==> src/rtl/ctrl_pkg.sv <==
// Shared opcodes, control-field encodings and the ID/EX control bundle for the
// main control decoder.
package ctrl_pkg;

    localparam logic [6:0] OpLoad   = 7'b0000011;
    localparam logic [6:0] OpStore  = 7'b0100011;
    localparam logic [6:0] OpRtype  = 7'b0110011;
    localparam logic [6:0] OpItype  = 7'b0010011;
    localparam logic [6:0] OpBranch = 7'b1100011;
    localparam logic [6:0] OpJal    = 7'b1101111;
    localparam logic [6:0] OpJalr   = 7'b1100111;
    localparam logic [6:0] OpLui    = 7'b0110111;
    localparam logic [6:0] OpAuipc  = 7'b0010111;

    typedef enum logic [2:0] {
        ImmI    = 3'b000,
        ImmS    = 3'b001,
        ImmB    = 3'b010,
        ImmJ    = 3'b011,
        ImmU    = 3'b100,
        ImmNone = 3'b111
    } imm_src_e;

    typedef enum logic [1:0] {
        ResAlu = 2'b00,
        ResMem = 2'b01,
        ResPc4 = 2'b10,
        ResImm = 2'b11
    } result_src_e;

    typedef enum logic [1:0] {
        AluAdd    = 2'b00,
        AluBranch = 2'b01,
        AluRtype  = 2'b10,
        AluItype  = 2'b11
    } alu_op_e;

    typedef struct packed {
        logic        regwrite;
        result_src_e resultsrc;
        logic        memwrite;
        logic        alusrc;
        logic        alusrca_pc;
        imm_src_e    immsrc;
        alu_op_e     aluop;
        logic        branch;
        logic        jump;
        logic        jumpreg;
        logic        illegal;
    } ctrl_bundle_t;

    localparam ctrl_bundle_t BUBBLE = '{
        regwrite:   1'b0,
        resultsrc:  ResAlu,
        memwrite:   1'b0,
        alusrc:     1'b0,
        alusrca_pc: 1'b0,
        immsrc:     ImmNone,
        aluop:      AluAdd,
        branch:     1'b0,
        jump:       1'b0,
        jumpreg:    1'b0,
        illegal:    1'b0
    };

endpackage

==> src/rtl/ctrl_opdecode.sv <==
// Combinational opcode decoder: RV32I opcode to control bundle plus the
// source-register usage flags needed by hazard detection.
module ctrl_opdecode
    import ctrl_pkg::*;
#(
    parameter bit EN_UPPER = 1'b1
) (
    input  logic [6:0]   op,
    output ctrl_bundle_t ctrl,
    output logic         uses_rs1,
    output logic         uses_rs2
);

    always_comb begin
        ctrl     = BUBBLE;
        uses_rs1 = 1'b0;
        uses_rs2 = 1'b0;
        case (op)
            OpLoad: begin
                ctrl.regwrite  = 1'b1;
                ctrl.resultsrc = ResMem;
                ctrl.alusrc    = 1'b1;
                ctrl.immsrc    = ImmI;
                uses_rs1       = 1'b1;
            end
            OpStore: begin
                ctrl.memwrite = 1'b1;
                ctrl.alusrc   = 1'b1;
                ctrl.immsrc   = ImmS;
                uses_rs1      = 1'b1;
                uses_rs2      = 1'b1;
            end
            OpRtype: begin
                ctrl.regwrite = 1'b1;
                ctrl.aluop    = AluRtype;
                uses_rs1      = 1'b1;
                uses_rs2      = 1'b1;
            end
            OpItype: begin
                ctrl.regwrite = 1'b1;
                ctrl.alusrc   = 1'b1;
                ctrl.immsrc   = ImmI;
                ctrl.aluop    = AluItype;
                uses_rs1      = 1'b1;
            end
            OpBranch: begin
                ctrl.immsrc = ImmB;
                ctrl.aluop  = AluBranch;
                ctrl.branch = 1'b1;
                uses_rs1    = 1'b1;
                uses_rs2    = 1'b1;
            end
            OpJal: begin
                ctrl.regwrite  = 1'b1;
                ctrl.resultsrc = ResPc4;
                ctrl.immsrc    = ImmJ;
                ctrl.jump      = 1'b1;
            end
            OpJalr: begin
                ctrl.regwrite  = 1'b1;
                ctrl.resultsrc = ResPc4;
                ctrl.alusrc    = 1'b1;
                ctrl.immsrc    = ImmI;
                ctrl.jump      = 1'b1;
                ctrl.jumpreg   = 1'b1;
                uses_rs1       = 1'b1;
            end
            OpLui: begin
                if (EN_UPPER) begin
                    ctrl.regwrite  = 1'b1;
                    ctrl.resultsrc = ResImm;
                    ctrl.immsrc    = ImmU;
                end else begin
                    ctrl.illegal = 1'b1;
                end
            end
            OpAuipc: begin
                if (EN_UPPER) begin
                    ctrl.regwrite   = 1'b1;
                    ctrl.alusrc     = 1'b1;
                    ctrl.alusrca_pc = 1'b1;
                    ctrl.immsrc     = ImmU;
                end else begin
                    ctrl.illegal = 1'b1;
                end
            end
            default: ctrl.illegal = 1'b1;
        endcase
    end

endmodule

==> src/rtl/ctrl_decode_pipe.sv <==
// Main control decoder with ID/EX control register, load-use stall detection
// and saturating stall/flush event counters.
module ctrl_decode_pipe
    import ctrl_pkg::*;
#(
    parameter int unsigned ADDR_W   = 5,
    parameter bit          EN_UPPER = 1'b1,
    parameter int unsigned CNT_W    = 16
) (
    input  logic              clk,
    input  logic              rst_n,
    input  logic              id_valid_i,
    input  logic [6:0]        id_op_i,
    input  logic [ADDR_W-1:0] id_rs1_i,
    input  logic [ADDR_W-1:0] id_rs2_i,
    input  logic [ADDR_W-1:0] id_rd_i,
    input  logic              ex_flush_i,
    output logic              stall_o,
    output logic              ex_valid_o,
    output logic [ADDR_W-1:0] ex_rd_o,
    output logic              ex_regwrite_o,
    output logic [1:0]        ex_resultsrc_o,
    output logic              ex_memwrite_o,
    output logic              ex_alusrc_o,
    output logic              ex_alusrca_pc_o,
    output logic [2:0]        ex_immsrc_o,
    output logic [1:0]        ex_aluop_o,
    output logic              ex_branch_o,
    output logic              ex_jump_o,
    output logic              ex_jumpreg_o,
    output logic              ex_illegal_o,
    output logic [CNT_W-1:0]  stall_cnt_o,
    output logic [CNT_W-1:0]  flush_cnt_o
);

    ctrl_bundle_t      dec_ctrl;
    logic              uses_rs1, uses_rs2;
    logic              hazard;

    ctrl_bundle_t      ctrl_d, ctrl_q;
    logic              valid_d, valid_q;
    logic [ADDR_W-1:0] rd_d, rd_q;
    logic [CNT_W-1:0]  stall_cnt_d, stall_cnt_q;
    logic [CNT_W-1:0]  flush_cnt_d, flush_cnt_q;

    ctrl_opdecode #(
        .EN_UPPER (EN_UPPER)
    ) u_opdecode (
        .op       (id_op_i),
        .ctrl     (dec_ctrl),
        .uses_rs1 (uses_rs1),
        .uses_rs2 (uses_rs2)
    );

    // Only a load in EX produces its result too late for forwarding into ID.
    always_comb begin
        hazard = id_valid_i && valid_q && (ctrl_q.resultsrc == ResMem) && (rd_q != '0) &&
                 ((uses_rs1 && (id_rs1_i == rd_q)) || (uses_rs2 && (id_rs2_i == rd_q)));
        stall_o = hazard && !ex_flush_i;
    end

    always_comb begin
        ctrl_d  = BUBBLE;
        valid_d = 1'b0;
        rd_d    = '0;
        if (!ex_flush_i && !stall_o && id_valid_i) begin
            ctrl_d  = dec_ctrl;
            valid_d = 1'b1;
            rd_d    = id_rd_i;
        end

        stall_cnt_d = stall_cnt_q;
        if (stall_o && (stall_cnt_q != '1)) begin
            stall_cnt_d = stall_cnt_q + CNT_W'(1);
        end
        flush_cnt_d = flush_cnt_q;
        if (ex_flush_i && (flush_cnt_q != '1)) begin
            flush_cnt_d = flush_cnt_q + CNT_W'(1);
        end
    end

    always_ff @(posedge clk) begin
        if (!rst_n) begin
            ctrl_q      <= BUBBLE;
            valid_q     <= 1'b0;
            rd_q        <= '0;
            stall_cnt_q <= '0;
            flush_cnt_q <= '0;
        end else begin
            ctrl_q      <= ctrl_d;
            valid_q     <= valid_d;
            rd_q        <= rd_d;
            stall_cnt_q <= stall_cnt_d;
            flush_cnt_q <= flush_cnt_d;
        end
    end

    assign ex_valid_o      = valid_q;
    assign ex_rd_o         = rd_q;
    assign ex_regwrite_o   = ctrl_q.regwrite;
    assign ex_resultsrc_o  = ctrl_q.resultsrc;
    assign ex_memwrite_o   = ctrl_q.memwrite;
    assign ex_alusrc_o     = ctrl_q.alusrc;
    assign ex_alusrca_pc_o = ctrl_q.alusrca_pc;
    assign ex_immsrc_o     = ctrl_q.immsrc;
    assign ex_aluop_o      = ctrl_q.aluop;
    assign ex_branch_o     = ctrl_q.branch;
    assign ex_jump_o       = ctrl_q.jump;
    assign ex_jumpreg_o    = ctrl_q.jumpreg;
    assign ex_illegal_o    = ctrl_q.illegal;
    assign stall_cnt_o     = stall_cnt_q;
    assign flush_cnt_o     = flush_cnt_q;

endmodule

==> config.mk <==
export PLATFORM = sky130hd
export DESIGN_NAME = ctrl_decode_pipe
export DESIGN_NICKNAME = d
export VERILOG_FILES = /design/src/rtl/ctrl_pkg.sv /design/src/rtl/ctrl_opdecode.sv /design/src/rtl/ctrl_decode_pipe.sv
export SDC_FILE = /design/constraint.sdc
export NUM_CORES = 1
export LEC_CHECK = 0
export ABC_AREA = 1
export BUFFER_PORTS_ARGS = -buffer_cell sky130_fd_sc_hd__buf_2
export CORE_UTILIZATION = 53
export DETAILED_ROUTE_END_ITERATION = 12
export MAX_ROUTING_LAYER = met4
export PLACE_DENSITY = 0.85
export SYNTH_ARGS = -nofsm -noshare
export SYNTH_HDL_FRONTEND = slang
export SYNTH_HIERARCHICAL = 1
export SYNTH_SLANG_ARGS = --single-unit
==> constraint.sdc <==
create_clock -name clk -period 2 [get_ports clk]
set_input_delay 0.2 -clock clk [delete_from_list [all_inputs] [get_ports clk]]
set_output_delay 0.2 -clock clk [all_outputs]
set_load 0.005 [all_outputs]
==> reports/metrics.cfg, run 1 <==
[yosys]
yosysTopAreaCell=dfxtp_1
avgSynthCellArea_um2=6.528
synth_edf_count=0
synthCells=464
synth_cell_type_count=41
synth_flop_cell=dfxtp_1
synth_most_common_cell=nand2_1
yosys_warnings=6
synth.top_cells.by_area=dfxtp_1 35%, nand2_1 15%, nor2_1 10%, inv_1 7.7%, nor2_2 3.3%
ys_seq_area_share_pct=35.03
syn-cell-area_um2=3029
synth_top_area_share_pct=35.03
synth_common_cells=123 x nand2_1, 81 x nor2_1, 62 x inv_1
syn-num-nets=492
ys_ff_latch=53
synth_async_sr_flop_share_pct=0

[sta]
hold_violations=0
rsz0062_at_grt=no
fmax_ghz=0.5637
tightest_slew_ns=0.5510
hold_slack_ns=0.1025
finalSetupTns_ns=0
drv_slew=0
fin_skew_ns=0.009747
period_share_pct=88.70
max_slew_margin_pct=63.27
setup_violations=0
fin_crit_ns=1.774

[grt]
grt_max_degree=23
antenna_found_initial=0
globalRoute.totalOverflow=0
grt_pass1_vias=2878
grt_usage_pct=24.48
grt_pass1_wl_um=11650

[die]
fp.coreArea_um2=5507
die_h_um=77.60
dieWidth_um=77.60
initial_core_util_pct=55.01
core.rowCount=27
design.die.area_um2=6022
ioPinCount=80

[setup_path]
crit_arrival_ns=2.00
crit_fanout=19
slowest_stage=dfxtp_1
required_ns=2.23
worstSetupStartpoint=flush_cnt_o[1]
worst-setup-path-type=reg -> reg
critPathMaxStageDelay_ns=0.39
crit_chain=ha_1 > nand3_2 > nor3_4 > a31oi_4 > inv_4 > nand2_1 > a21oi_1
crit_path_start_kind=flip-flop
endpoint_kind=flip-flop
rr_worst_depth=7
r2r-start=flush_cnt_o[1]

[power]
switching_power_mw=0.4533
switching_share_pct=24.79
p_per_area_nw_per_um2=501.0
p_comb_share_pct=8.8
ir_drop_mv=0.4492
p_leak_nw=1.736
p_int_mw=1.375
p_clk_share_pct=32.6
p_seq_share_pct=58.6

[routing]
route.detailed.drc=0
wire_per_inst_um=10.94
drt_wl_total_um=6837
routed-via-count=3066
drt_pass1_iterations=4
drtIter0Drc=122
vias_per_cell=4.906
drtAntennaViolNets=0

[placed_design]
hpwlAfterDp_um=5336
io_buffer_count=79
place_congestion=0.9007

[clock_tree]
clock_latency_ns=0.30
clock_path_buffers=2
clkTransAtPathRegs_ns=0.10
ctsRootBufferMaster=clkbuf_8
cts_buffers=5
cts_tree=yes
htreeDepth=2
cts_sinks=53

[status]
outcome=complete, no violations

[finish]
nets=580
synthToLayoutAreaGrowth_pct=20.49
final_layout_size_suffix_gt1_share_pct=28.75
n_antenna_cell=0

[worst_hold_path]
hold_path.class=in -> reg
min_from=id_rd_i[3]
hold_depth=3

[run]
maxCapViolCount=0

-- cell usage in the layout (no fill, tap or decap), types with 6 or more instances in the layout --
cell / instances
nand3_2: 6
nand3_1: 19
inv_2: 17
a21oi_1: 17
nand4_1: 8
buf_4: 7
nor2_1: 80
nor2_2: 15
nor3_1: 6
buf_2: 79
dfxtp_1: 53
nand2_1: 123
inv_1: 61
nand2_2: 7
-- critical path, delay by kind of cell, from the launching register on --
kind                       cells  cell delay, ns
AOI/OAI and AO/OA              2            0.40
DFF                            1            0.39
buffers and inverters          1            0.20
adders and majority gates      1            0.25
and+or+nand+nor                3            0.46
-- repair_timing --
| action | 4_1_cts | 5_1_grt |
|---|---|---|
| resized for setup | 0 | 4 |
| buffers inserted | 0 | 2 |
| setup endpoints to repair | 0 | 1 |
| hold buffers | 0 | 0 |
| hold endpoints to repair | 0 | 0 |
-- power groups by stage --
stage                     clock network (mW)  registers, mW  logic [mW]
after floorplan                            0           1.10      0.0956
after detailed placement                   0           1.10       0.158
after CTS                              0.612           1.07       0.158
after global routing                   0.653           1.07       0.183
final                                  0.596           1.07       0.160
after global placement                     0           1.10       0.155
-- through the flow --
step | total power [mW] | worst slack [ns] | std cells | area [um^2] | utilization [%]
after floorplan | 1.192 | 0.3446 | 464 | 3029 | -
after global placement | 1.251 | 0.1314 | 615 | 3536 | 64.21
after detailed placement | 1.255 | 0.05380 | 615 | 3536 | 64.21
after CTS | 1.843 | 0.07455 | 623 | 3622 | 65.78
after global routing | 1.909 | 0.04046 | 625 | 3650 | 66.28
final | 1.828 | 0.2260 | 625 | 3650 | 66.28
-- area by class of cell --
class,count,area (um^2)
Sequential cell,53,1061
Multi-Input combinational cell,323,1634
Tap cell,72,90.09
Fill cell,498,1857
Inverter,82,310.3
Clock inverter,2,13.76
Clock buffer,6,72.57
Timing Repair Buffer,87,467.9
-- kinds of logic (layout without fill, tap and decap cells) --
kind of cell    count (synthesis)  count (layout)  share of synthesized area (%)
compound gates                 30              30                          6.320
xor+xnor                        6               6                          1.735
fa+ha+maj                       2               2                         0.8260
buf+inv                        88             177                          11.44
flops                          53              53                          35.03
simple gates                  285             285                          44.65
-- registers in the layout, indices dropped and copies added (netlist names), 2 cells and up --
register and cells:
flush_cnt_o 16, stall_cnt_o 16, ex_immsrc_o 3, ex_resultsrc_o 2
ex_aluop_o 2, ex_rd_o 5
-- worst paths after layout --
| kind | endpoint | slack [ns] |
|---|---|---|
| min | ex_rd_o[3] | 0.10 |
| min reg2reg | flush_cnt_o[14] | 0.49 |
| max | flush_cnt_o[8] | 0.23 |
| max reg2reg | flush_cnt_o[8] | 0.23 |
-- routing by layer --
layer,share of wire [%],global-route usage [%],up-vias
li1,-,-,1588
met5,0,-,-
met4,2.6,11.32,0
met3,5.1,3.765,18
met1,43,28.03,1372
met2,50,41.95,88
Note: power is estimated with default switching activity, not from simulation.
==> run 2: changes to the inputs <==
CORE_UTILIZATION = 26   (was 53)
PLACE_DENSITY = 0.5   (was 0.85)
clock period = 2.03 ns   (was 2 ns; I/O delays follow)
==> reports/metrics.cfg, run 2 (same netlist as run 1, synthesis figures left out) <==
[status]
outcome=complete, no violations

[finish]
n_antenna_cell=0  ; unchanged
synthToLayoutAreaGrowth_pct=25.94
nets=578  ; -0.34%
utilization_pct=33.55  ; -33 points
final_common_cell=nand2_1
final_layout_size_suffix_gt1_share_pct=28.31  ; -0.44 points
layout.cells.most_common_list=123 x nand2_1, 80 x nor2_1, 79 x buf_2, 62 x inv_1, 53 x dfxtp_1

[sta]
max_slew_margin_pct=62.47  ; -0.80 points
drv_slew=0  ; unchanged
period_share_pct=91.79
rsz0062_at_grt=no
tightest_slew_ns=0.5630  ; +0.01197 ns
finalSetupTns_ns=0  ; unchanged
hold_violations=0  ; unchanged
setup_violations=0  ; unchanged
fin_crit_ns=1.863
fin_skew_ns=0.007821  ; -0.001927 ns
fmax_ghz=0.5367

[setup_path]
r2r-start=flush_cnt_o[1]
required_ns=1.83  ; -0.40 ns
crit_fanout=7  ; -12
crit_path_start_kind=primary input
worstSetupStartpoint=id_op_i[1]
crit_arrival_ns=1.66  ; -0.34 ns
endpoint_kind=output pin
worst-setup-path-type=in -> out

[grt]
grt_pass1_wl_um=12970  ; +11%
antenna_found_initial=0  ; unchanged
grt_usage_pct=14.30  ; -10 points
globalRoute.totalOverflow=0  ; unchanged
grt_max_degree=23  ; unchanged
grt_pass1_vias=2846  ; -1.1%

[clock_tree]
htreeDepth=2  ; unchanged
clkTransAtPathRegs_ns=0.07  ; -0.03 ns
cts_buffers=5  ; unchanged
cts_tree=yes
cts_sinks=53  ; unchanged
clock_path_buffers=2  ; unchanged
clock_latency_ns=0.29  ; about the same
ctsRootBufferMaster=clkbuf_16
holdBufCountCts=0  ; unchanged

[worst_hold_path]
min_from=id_rd_i[1]
hold_path.class=in -> reg

[die]
dieWidth_um=109.9  ; +42%
fp.coreArea_um2=11370  ; +110%
core.rowCount=39  ; +44%
initial_core_util_pct=26.64  ; -28 points
ioPinCount=80  ; unchanged
die_h_um=109.9  ; +42%
design.die.area_um2=12090  ; +100%

[placed_design]
place_congestion=0.8118  ; -9.9%
hpwlAfterDp_um=6004  ; +13%
io_buffer_count=79  ; unchanged

[power]
p_leak_nw=1.765  ; +1.7%
ir_drop_mv=0.3677  ; -18%
p_per_area_nw_per_um2=584.4  ; +17%

[routing]
drt_pass1_iterations=4  ; unchanged
route.detailed.drc=0  ; unchanged
drt_wl_total_um=7802  ; +14%
routed-via-count=2974  ; -3.0%
drtIter0Drc=112  ; -8.2%
drtAntennaViolNets=0  ; unchanged
vias_per_cell=4.285  ; -13%
wire_per_inst_um=11.24  ; +2.8%

[run]
maxCapViolCount=0  ; unchanged

[run 2: cell types whose count changed in the layout (fill, tap and decap cells not counted), sizes merged]
cell / change
clkinv: -1
clkbuf: +1
bufinv: +1
inv: -1
buf: -2
[run 2: path summary, 6_finish.rpt]
kind	end	cells past startpoint	slack, ns
min	ex_rd_o[1]	3	0.12
max reg2reg	flush_cnt_o[8]	7	0.28
max	stall_o	14	0.17
min reg2reg	flush_cnt_o[14]	2	0.47
[run 2: critical path, stage by stage]
cell     delay, ns
buf_2         0.08
nand2_1       0.07
inv_1         0.11
nand3_4       0.15
nor2_4        0.14
nand2_1       0.09
nand4_1       0.08
nand2_1       0.07
nor2_2        0.11
nand3_2       0.10
nand2_4       0.09
nand2_2       0.07
nor2_4        0.14
buf_2         0.14
[run 2: final cells by class]
class | count | area, um^2
well taps | 143 | 178.9
clock buffers | 7 | 142.6
clock inverters | 1 | 30.03
flip-flops and latches | 53 | 1061
repair buffers | 85 | 452.9
fillers | 1251 | 7555
inverters | 82 | 310.3
multi-input cells | 323 | 1639
[run 2: per-layer routing]
metal | wire length [um] | vias up | part of all wire (%) | track usage (%)
met4 | 74 | 0 | 0.95 | 4.000
met5 | 0 | - | 0 | -
met1 | 3691 | 1315 | 47 | 17.06
li1 | - | 1589 | - | -
met2 | 3589 | 65 | 46 | 23.75
met3 | 446 | 5 | 5.7 | 3.616
[run 2: power by group]
| group | total, mW | internal [mW] | switching [mW] |
|---|---|---|---|
| logic | 0.164 | 0.0608 | 0.103 |
| clock network | 1.01 | 0.617 | 0.392 |
| registers | 1.06 | 1.05 | 0.00891 |
| total | 2.23 | 1.73 | 0.503 |
[run 2: what timing repair did]
action,4_1_cts,5_1_grt
gates resized for setup,0,4
endpoints found under the setup margin,0,1
buffers inserted,0,1
[run 2: per-stage QoR]
| stage | instance area, um^2 | setup WS [ns] | total power [mW] | instances | hold WS, ns |
|---|---|---|---|---|---|
| floorplan | 3029 | 0.3716 | 1.174 | 464 | 0.3152 |
| global placement | 3617 | 0.1130 | 1.243 | 685 | 0.4176 |
| detailed placement | 3617 | 0.01023 | 1.245 | 685 | 0.4269 |
| CTS | 3790 | 0.01375 | 2.266 | 693 | 0.1111 |
| global route | 3815 | 0.005210 | 2.333 | 694 | 0.1240 |
| finish | 3815 | 0.1667 | 2.229 | 694 | 0.1178 |
==> run 3: changes to the inputs <==
GPL_ROUTABILITY_DRIVEN = 0   (was default)
MAX_ROUTING_LAYER = default   (was met4)
==> reports/metrics.cfg, run 3 (same netlist as run 1, synthesis figures left out) <==
[placed_design]
io_buffer_count=79  ; unchanged
post_dp_cell_area_um2=3617  ; unchanged
hpwlAfterDp_um=6004  ; unchanged

[grt]
grt_usage_pct=13.89  ; -0.41 points
globalRoute.totalOverflow=0  ; unchanged
busiest_layer=met2
grt_use_met3_pct=3.853  ; +0.24 points
grt_pass1_wl_um=12960  ; about the same
met1_usage_pct=16.88  ; -0.18 points
grt.met2_usage_pct=23.75  ; unchanged
antenna_found_initial=0  ; unchanged
grt_max_degree=23  ; unchanged
grt_pass1_vias=2843  ; -0.11%

[status]
outcome=complete, no violations

[clock_tree]
cts_tree=yes
cts_sinks=53  ; unchanged
clock_path_buffers=2  ; unchanged
clkTransAtPathRegs_ns=0.07  ; about the same
clock_latency_ns=0.29  ; about the same
cts_buffers=5  ; unchanged
ctsRootBufferMaster=clkbuf_16
htreeDepth=2  ; unchanged

[setup_path]
cpMostUsedCell=nand2_1
endpoint_kind=output pin
crit_path_start_kind=primary input
r2r-start=flush_cnt_o[1]
rrSetupSlack_ns=0.28  ; about the same
crit_arrival_ns=1.66  ; about the same
critPathMaxStageDelay_ns=0.15  ; about the same
required_ns=1.83  ; about the same
reg2reg_to=flush_cnt_o[8]
crit_fanout=7  ; unchanged
crit_chain=buf_2 > nand2_1 > inv_1 > nand3_4 > nor2_4 > nand2_1 > nand4_1 > nand2_1 > nor2_2 > nand3_2 > nand2_4 > nand2_2 > nor2_4 > buf_2
rr_worst_depth=7  ; unchanged
slowest_stage=nand3_4
worst-setup-path-type=in -> out

[power]
switching_share_pct=22.63  ; +0.053 points
p_seq_share_pct=47.4  ; about the same
switching_power_mw=0.5048  ; +0.31%
p_clk_share_pct=45.3  ; about the same
fin_total_pwr_mw=2.231  ; about the same
p_per_area_nw_per_um2=584.8  ; about the same
ir_drop_mv=0.3677  ; about the same
p_comb_share_pct=7.3  ; about the same
p_leak_nw=1.765  ; unchanged
p_int_mw=1.726  ; about the same

[sta]
finalSetupTns_ns=0  ; unchanged
fin_crit_ns=1.862  ; -0.001345 ns
fmax_ghz=0.5371  ; about the same
setup_violations=0  ; unchanged
fin_skew_ns=0.007437  ; -0.0003836 ns
rsz0062_at_grt=no
max_slew_margin_pct=62.48  ; about the same
tightest_slew_ns=0.5628  ; -0.0001643 ns
hold_violations=0  ; unchanged
period_share_pct=91.72  ; about the same
drv_slew=0  ; unchanged

[routing]
drtIter0Drc=113  ; +0.89%
vias_per_cell=4.298  ; +0.30%
drt_wl_total_um=7808  ; about the same
route.detailed.drc=0  ; unchanged
drtAntennaViolNets=0  ; unchanged
wire_per_inst_um=11.25  ; about the same
routed-via-count=2983  ; +0.30%
drt_pass1_iterations=4  ; unchanged

[finish]
final_common_cell=nand2_1
synthToLayoutAreaGrowth_pct=25.94  ; unchanged
n_antenna_cell=0  ; unchanged
nets=578  ; unchanged
final_layout_size_suffix_gt1_share_pct=28.31  ; unchanged
layout.cells.most_common_list=123 x nand2_1, 80 x nor2_1, 79 x buf_2, 62 x inv_1, 53 x dfxtp_1
fin_area_um2=3815  ; unchanged

[worst_hold_path]
hold_depth=3  ; unchanged
hold_path.class=in -> reg
min_from=id_rd_i[1]
hold_path_end=ex_rd_o[1]

[die]
design.die.area_um2=12090  ; unchanged
fp.coreArea_um2=11370  ; unchanged
ioPinCount=80  ; unchanged
die_h_um=109.9  ; unchanged
initial_core_util_pct=26.64  ; unchanged
core.rowCount=39  ; unchanged
dieWidth_um=109.9  ; unchanged

[run]
maxCapViolCount=0  ; unchanged

run 3: stage by stage:
stage / hold WS, ns / util, % / cells / setup slack, ns
CTS: 0.1111 / 33.33 / 693 / 0.01375
finish: 0.1167 / 33.55 / 694 / 0.1680
floorplan: 0.3152 / - / 464 / 0.3716
global route: 0.1240 / 33.55 / 694 / 0.005210
global placement: 0.4176 / 31.81 / 685 / 0.1130
detailed placement: 0.4269 / 31.81 / 685 / 0.01023
run 3: final cells by class:
type                       count  area, um^2
multi-input combinational    323        1639
clock buffer                   7       142.6
sequential                    53        1061
fill                        1251        7555
inverter                      82       310.3
tap                          143       178.9
timing repair buffer          85       452.9
clock inverter                 1       30.03
run 3: power by group through the flow:
stage / combinational [mW] / sequential (mW) / clock, mW
after floorplan: 0.0942 / 1.08 / 0
after global placement: 0.161 / 1.08 / 0
after detailed placement: 0.163 / 1.08 / 0
after CTS: 0.164 / 1.06 / 1.05
after global routing: 0.185 / 1.06 / 1.09
final: 0.163 / 1.06 / 1.01
run 3: worst max path at each step:
| stage | from | end | slack (ns) | cells past startpoint |
|---|---|---|---|---|
| floorplan | id_op_i[1] | stall_cnt_o[15] | 0.37 | 15 |
| global placement | id_op_i[1] | stall_cnt_o[13] | 0.11 | 16 |
| detailed placement | id_op_i[1] | stall_o | 0.01 | 14 |
| CTS | id_op_i[1] | stall_o | 0.01 | 14 |
| global route | id_op_i[0] | stall_o | 0.005 | 14 |
| finish | id_op_i[1] | stall_o | 0.17 | 14 |
run 3: layer usage:
metal,vias to the layer above,wire length (um)
met3,7,476
met2,67,3583
met1,1321,3658
met4,0,89
met5,-,0
li1,1588,-
run 3: critical path, delay by kind of cell:
kind	cells	cell delay, ns
buffers and inverters	3	0.33
AND/OR/NAND/NOR	11	1.11
run 3: repair_timing:
action / in CTS / in global routing
endpoints found under the setup margin: 0 / 1
hold buffers: 0 / 0
setup buffers: 0 / 1
resized for setup: 0 / 4
